--- config.mk ---
export PLATFORM = sky130hd
export DESIGN_NAME = multiword_add_seq
export DESIGN_NICKNAME = d
export VERILOG_FILES = /design/src/rtl/multiword_add_seq.sv
export SDC_FILE = /design/constraint.sdc
export NUM_CORES = 1
export LEC_CHECK = 0
export ABC_AREA = 1
export ABC_CLOCK_PERIOD_IN_PS = 3250
export BUFFER_PORTS_ARGS = -buffer_cell sky130_fd_sc_hd__buf_2
export CAP_MARGIN = 5
export CELL_PAD_IN_SITES_DETAIL_PLACEMENT = 1
export CELL_PAD_IN_SITES_GLOBAL_PLACEMENT = 2
export CORE_AREA = 2 2 131 133
export CTS_BUF_LIST = sky130_fd_sc_hd__clkbuf_2 sky130_fd_sc_hd__clkbuf_4 sky130_fd_sc_hd__clkbuf_8
export CTS_CLUSTER_DIAMETER = 200
export DETAILED_ROUTE_END_ITERATION = 10
export DIE_AREA = 0 0 133 135
export PLACE_DENSITY = 0.86
export SLEW_MARGIN = 30
export SYNTH_ARGS = -nofsm -noshare
export SYNTH_HDL_FRONTEND = slang
export SYNTH_SLANG_ARGS = --single-unit
export TNS_END_PERCENT = 5
--- constraint.sdc ---
create_clock -name clk -period 3.25 [get_ports clk]
set_input_delay 0.1625 -clock clk [delete_from_list [all_inputs] [get_ports clk]]
set_output_delay 0.1625 -clock clk [all_outputs]
set_load 0.02 [all_outputs]
--- src/rtl/multiword_add_seq.sv ---
// Multi-word adder sequencer: runs a WIDTH-bit add through one external CHUNK-bit
// adder, one chunk per cycle LSB first, with valid/ready on both ends.
module multiword_add_seq #(
  parameter int CHUNK  = 4,
  parameter int NCHUNK = 8,
  localparam int WIDTH = CHUNK * NCHUNK
) (
  input  logic             clk,
  input  logic             rst,
  input  logic             in_valid,
  output logic             in_ready,
  input  logic [WIDTH-1:0] a,
  input  logic [WIDTH-1:0] b,
  input  logic             cin,
  output logic             out_valid,
  input  logic             out_ready,
  output logic [WIDTH-1:0] sum,
  output logic             cout,
  output logic             ovf,
  output logic [CHUNK-1:0] add_a,
  output logic [CHUNK-1:0] add_b,
  output logic             add_cin,
  input  logic [CHUNK-1:0] add_sum,
  input  logic             add_cout
);

  localparam int IDXW = (NCHUNK > 1) ? $clog2(NCHUNK) : 1;
  localparam logic [IDXW-1:0] LAST_IDX = IDXW'(NCHUNK - 1);

  typedef enum logic [1:0] {IDLE, RUN, DONE} state_t;

  state_t            state;
  logic [WIDTH-1:0]  a_q;
  logic [WIDTH-1:0]  b_q;
  logic [WIDTH-1:0]  sum_q;
  logic              carry_q;
  logic [IDXW-1:0]   idx;

  // NOTE: every state register, the operand copies included, is reset so a
  // mid-operation rst leaves no stale result visible on sum/cout/ovf.
  always_ff @(posedge clk or posedge rst) begin
    if (rst) begin
      state     <= IDLE;
      in_ready  <= 1'b1;
      out_valid <= 1'b0;
      a_q       <= '0;
      b_q       <= '0;
      sum_q     <= '0;
      carry_q   <= 1'b0;
      ovf       <= 1'b0;
      idx       <= '0;
    end else begin
      // NOTE: non-blocking assignments throughout, so every branch reads the
      // pre-edge value of idx/carry_q regardless of statement order.
      unique case (state)
        IDLE: begin
          if (in_valid) begin
            a_q      <= a;
            b_q      <= b;
            carry_q  <= cin;
            sum_q    <= '0;
            ovf      <= 1'b0;
            idx      <= '0;
            in_ready <= 1'b0;
            state    <= RUN;
          end
        end
        RUN: begin
          sum_q[idx*CHUNK +: CHUNK] <= add_sum;
          carry_q                   <= add_cout;
          if (idx == LAST_IDX) begin
            // The last chunk holds the sign bit, so overflow is known now.
            ovf       <= (a_q[WIDTH-1] == b_q[WIDTH-1]) &&
                         (add_sum[CHUNK-1] != a_q[WIDTH-1]);
            out_valid <= 1'b1;
            state     <= DONE;
          end else begin
            idx <= idx + 1'b1;
          end
        end
        DONE: begin
          if (out_ready) begin
            out_valid <= 1'b0;
            in_ready  <= 1'b1;
            state     <= IDLE;
          end
        end
        default: state <= IDLE;
      endcase
    end
  end

  assign sum  = sum_q;
  assign cout = carry_q;

  // Adder inputs sit at zero outside RUN so the shared adder does not toggle.
  // NOTE: defaults first in always_comb so no path leaves an output unassigned
  // and no latch is inferred.
  always_comb begin
    add_a   = '0;
    add_b   = '0;
    add_cin = 1'b0;
    if (state == RUN) begin
      add_a   = a_q[idx*CHUNK +: CHUNK];
      add_b   = b_q[idx*CHUNK +: CHUNK];
      add_cin = carry_q;
    end
  end

endmodule

* Word-level counts from Yosys, hierarchy flattened
Cells that the tools add are included. W data, S select, Z words.
Word-level totals: flip-flop bits (word level) 105, latch bits 0, RAM bits 0, bits in read-only memories 0, bits of input ports 74, output and inout port bits 45, word-level logic and storage cells 59, memories kept 0
Operators by class: add/sub/neg operators 2, multipliers 0, div/mod/pow operators 0, $lt $le $gt $ge 0, eq/ne operators 9, shift-type cells 4, multiplexer cells 23, bitwise gates (word level) 0, reduce and logical (&&, ||, !) cells 12
Operators by type and width (count):
- $pmux W32 S2 | 1
- $shiftx A32 B6 Y4 | 2
- $neg A5 Y34 | 1
- $shift A4 B34 Y32 const A | 1
- $shiftx A4 B34 Y32 | 1
- $bwmux W32 | 1
- $mux W32 | 1
- $reduce_and A3 Y1 | 5
- $mux W4 | 2
- $ne A2 B2 Y1 const B | 4
- $pmux W1 S2 | 4
- $mux W1 | 7
- $mux W2 | 3
- $mux W3 | 2
- $pmux W2 S3 | 1
- $pmux W3 S2 | 1
- $reduce_bool A2 Y1 | 3
- $reduce_and A2 Y1 | 2
- $add A3 B1 Y3 const B | 1
- $eq A3 B3 Y1 const B | 1
- $eq A2 B1 Y1 const B | 1
- $eq A2 B2 Y1 const B | 1
- $logic_not A2 Y1 | 1
- $eq A1 B1 Y1 | 1
- other kinds (2) | 2

* Logic depth before layout (Yosys ltp)
word-level depth 4, depth in mapped cells 11, depth with buffers taken out 9

* Least setup slack after synthesis
Ideal clock, no wire load.
kind register to register, from reg idx[1], to reg sum_q[12] (netlist: sum[12]), setup time 0.118 ns, data arrival time 1.919 ns, required time 3.132 ns, path slack 1.214 ns, cell stages (with the launch flop) 11, path buffers 2, period minus slack after synthesis 2.036 ns, cells stage by stage dfrtp_1 buf_2 inv_1 buf_2 ha_1 ha_1 inv_2 nor3_4 nand2_2 nand3_1 nand2_1
On the way: word-level cells in the longest chain between the ends 4, elaborated cells between the ends (all ways) 5, those cells by class add/sub (1); shift (2); mux (2)
RTL lines:
- from (decl) | line 37 | logic [IDXW-1:0] idx;
- from (signal assigned) | line 78 | idx <= idx + 1'b1;
- $neg A5 Y34 (*) | line 69 | sum_q[idx*CHUNK +: CHUNK] <= add_sum;
- $shiftx A4 B34 Y32 / $shift A4 B34 Y32 (equally long branches) | line 69
- $bwmux W32 (*) | line 69
- $pmux W32 S2 (*) | line 55 | unique case (state)
- to (signal, indexed assignment) | line 69
- to (decl) | line 35 | logic [WIDTH-1:0] sum_q;
Every way passes the cells marked *; elsewhere a longest branch is shown, timed or not. A chain may end at the register's enable or synchronous reset.

* Final worst setup path
from reg idx[1], to reg sum_q[14] (netlist: sum[14])
The elaborated chain is that of the path after synthesis.

==> summary.md <==
| Metric | Value |
|---|---|
| Clock root buffer | clkbuf_8 |
| Unrepaired setup endpoints after global routing | false |
| Antenna diodes | 0 |
| CTS tree | built |
| Fin util | 40.4% |
| Status | complete, no violations |
| Crit path largest cell delay | 0.48 ns |
| Layout fillers | 2063 |
| Die width | roughly 130 um |
| WL/cell | 14.6 um |
| Hold_ws | 0.0126 ns |
| Nets | around 900 |
| Row count | 47 |
| Max Slew Vio Count | 0 |
| Synth top area share | 51.9% |
| Most common cell after layout, fill and taps aside | nand2_1 |
| Resized cells post-CTS | 0 |
| Final Hold Fails | 0 |
| Synth cell types | 22 |
| Cells after Synth | between 600 and 700 |
| DR pass1 iterations | 4 |
| Mapped cell area | approximately 0.005 mm2 |
| Largest net degree at the start of global routing | 98 |
| Syn Area/Cell | 7.68 um2 |
| Post-Syn Nets | ~730 |
| Setup tns final | 0 ns |
| Detailed Route Iter0 Violations | 250 |
| CP dominant cell by count | ha_1 |
| Fin crit share | 78.6% |
| Max Freq | 0.391 GHz |
| Power Density | 909 mW/mm2 |
| Crit path required time | 3.53 ns |
| Detailed placer's ending HPWL | 10500 um |
| Final wirelength | between 15000 and 20000 um |
| # setup viols final | 0 |
| Layout cells sized above 1 | between 10% and 20% |
| Initial antenna violation count | 0 |
| Antenna viol nets, final | 0 |
| Int Pwr | 3210 uW |
| Min Tclk post-route | 2.56 ns |
| Die area | 0.0180 mm2 |
| Finished Cell Area | 0.00663 mm2 |
| Gpl congestion | slightly above 0.8 |
| Peak VDD IR | 0.329 mV |
| H-tree levels | 3 |
| Yosys reg bits | between 100 and 150 |
| Core area | roughly 0.016 mm2 |
| Cts bufs inserted | 9 |
| Worst Hold Class | in -> reg |
| Crit path kind | reg -> reg |
| Clk pwr share | 14.4% |
| Reg power frac | 35.5% |
| Overall Global Routing Usage | between 10% and 20% |
| Most frequent cells in the layout | 252 x nand2_1, 118 x buf_2, 104 x dfrtp_1 |
| First-pass GRT wire length | 25600 um |
| Slowest cell on crit path | ha_1 |
| Maxcap violations | 0 |
| Vias post-DR | roughly 4.8k |
| Sinks on Clock Net | around 110 |
| Yosys top cell by area | dfrtp_1 |
| Buffers on Ports | between 100 and 150 |
| Vias per cell | 4.60 |
| Power share of the combinational group | 50.1% |
| Net Sw Frac | roughly 47% |
| Worst-skew pair later-pin latency | 0.39 ns |
| Placed cell areas | 0.00578 mm2 |
| Chip Height | 135 um |
| Worst EP arrival | 2.83 ns |
| Seq/Total Area, Yosys | ~52% |
| Area contributors post-synth | dfrtp_1 52%, nand2_1 19%, o21ai_0 6.4%, nand3_1 6.3%, nor2_1 4.8% |
| Yosys Warn Count | 0 |
| P_leak | 0.00352 uW |
| Number of global-route vias before repair | 5159 |
| Clock transition at path regs | ~0.1 ns |
| Tightest Pin Transition | 0.865 ns |
| Setup crit start kind | flip-flop |
| Io pins | 119 |
| Clk buf depth | 2 |
| Switching power | 2810 uW |
| Crit-path max FO | 20 |
| Grt total ovfl | 0 |
| Final Skew | 0.0116 ns |
| Pwr Total | 6020 uW |
| Setup crit end kind | flip-flop |
| # DRC | 0 |
| Area growth from synthesis to layout | 32.1% |
| Crit-path cells | buf_4 > inv_1 > ha_1 > ha_1 > inv_2 > nor3_4 > nand2_2 > nand3_1 > nand2_1 |
| Starting Density | between 30 and 40% |
| Max_slew headroom | 42.3% |
## synth_stat cells
library cell	instances
dfrtp_1	104
nand2_2	4
buf_2	19
nand2_1	252
clkinv_1	1
ha_1	5
nand4_1	3
nand3_2	1
o21ai_0	64
nor2_4	2
nor3_2	4
clkbuf_1	7
dfstp_2	1
inv_1	43
nor3_4	1
o31ai_1	1
nor2_1	64
nor3_1	4
nand3_1	63
a21oi_1	1
buf_4	4
inv_2	5
## worst max-delay path: cells and delay by family (launching register included)
family | cells | cell delay [ns]
simple gates | 4 | 0.57
buf+inv | 3 | 0.72
fa+ha+maj | 2 | 0.80
flops | 1 | 0.34
## final cells by class
class                           instances  area (um2)  share of cell area, %
Sequential cell                       105        2630                   39.7
Clock inverter                          3        40.0                  0.604
Timing Repair Buffer                  188        1280                   19.3
Multi-Input combinational cell        469        2050                   30.9
Tap cell                              220         275                   4.15
Inverter                               49         189                   2.85
Clock buffer                           13         166                   2.51
## power groups by stage
stage          registers (uW)  logic (uW)  clock network (uW)
3_5_place_dp             2170        2970                   0
3_3_place_gp             2150        2860                   0
2_1_floorplan            2270        1960                   0
6_report                 2140        3020                 864
5_1_grt                  2210        3430                 930
4_1_cts                  2140        3050                 897
## layer usage
metal  global-route usage, %  part of all wire [%]
met1                    23.5                    47
met2                    30.4                    48
met3                    2.36                   3.0
met4                    6.93                   2.1
met5                       0                     0
## registers in the layout (all words and copies together) (netlist names)
| register | flops |
|---|---|
| a_q | 32 |
| b_q | 32 |
| cout | 1 |
| idx | 3 |
| in_ready | 1 |
| out_valid | 1 |
| ovf | 1 |
| state | 2 |
| sum | 32 |
## cells by family after synthesis
family,synth area share [%]
AO/OA/AOI/OAI,6.64
adder cells (fa/ha/maj),1.25
buffers and inverters,6.69
flip-flops,52.4
AND/OR/NAND/NOR,33.0
## metrics by stage
stage | cells | worst slack (ns)
CTS | 1046 | 0.657
finish | 1047 | 0.695
global placement | 967 | 0.828
floorplan | 653 | 0.329
detailed placement | 967 | 0.683
global route | 1047 | 0.506
## what timing repair did
item | CTS | global route
hold endpoints to repair | 150 | 1
hold buffers | 63 | 1
setup buffers | 0 | 0
## final timing paths
| check | slack (ns) | endpoint | cells after the start | start |
|---|---|---|---|---|
| max | 0.69 | sum[14] | 9 | idx[1] |
| min | 0.01 | a_q[26] | 3 | a[26] |
| max reg2reg | 0.69 | sum[14] | 9 | idx[1] |
| min reg2reg | 0.47 | in_ready | 2 | in_ready |
| max in group asynchronous | 2.00 | sum[27] | 4 | rst |
| min in group asynchronous | 0.49 | b_q[29] | 3 | rst |
(Power assumes the default switching activity.)
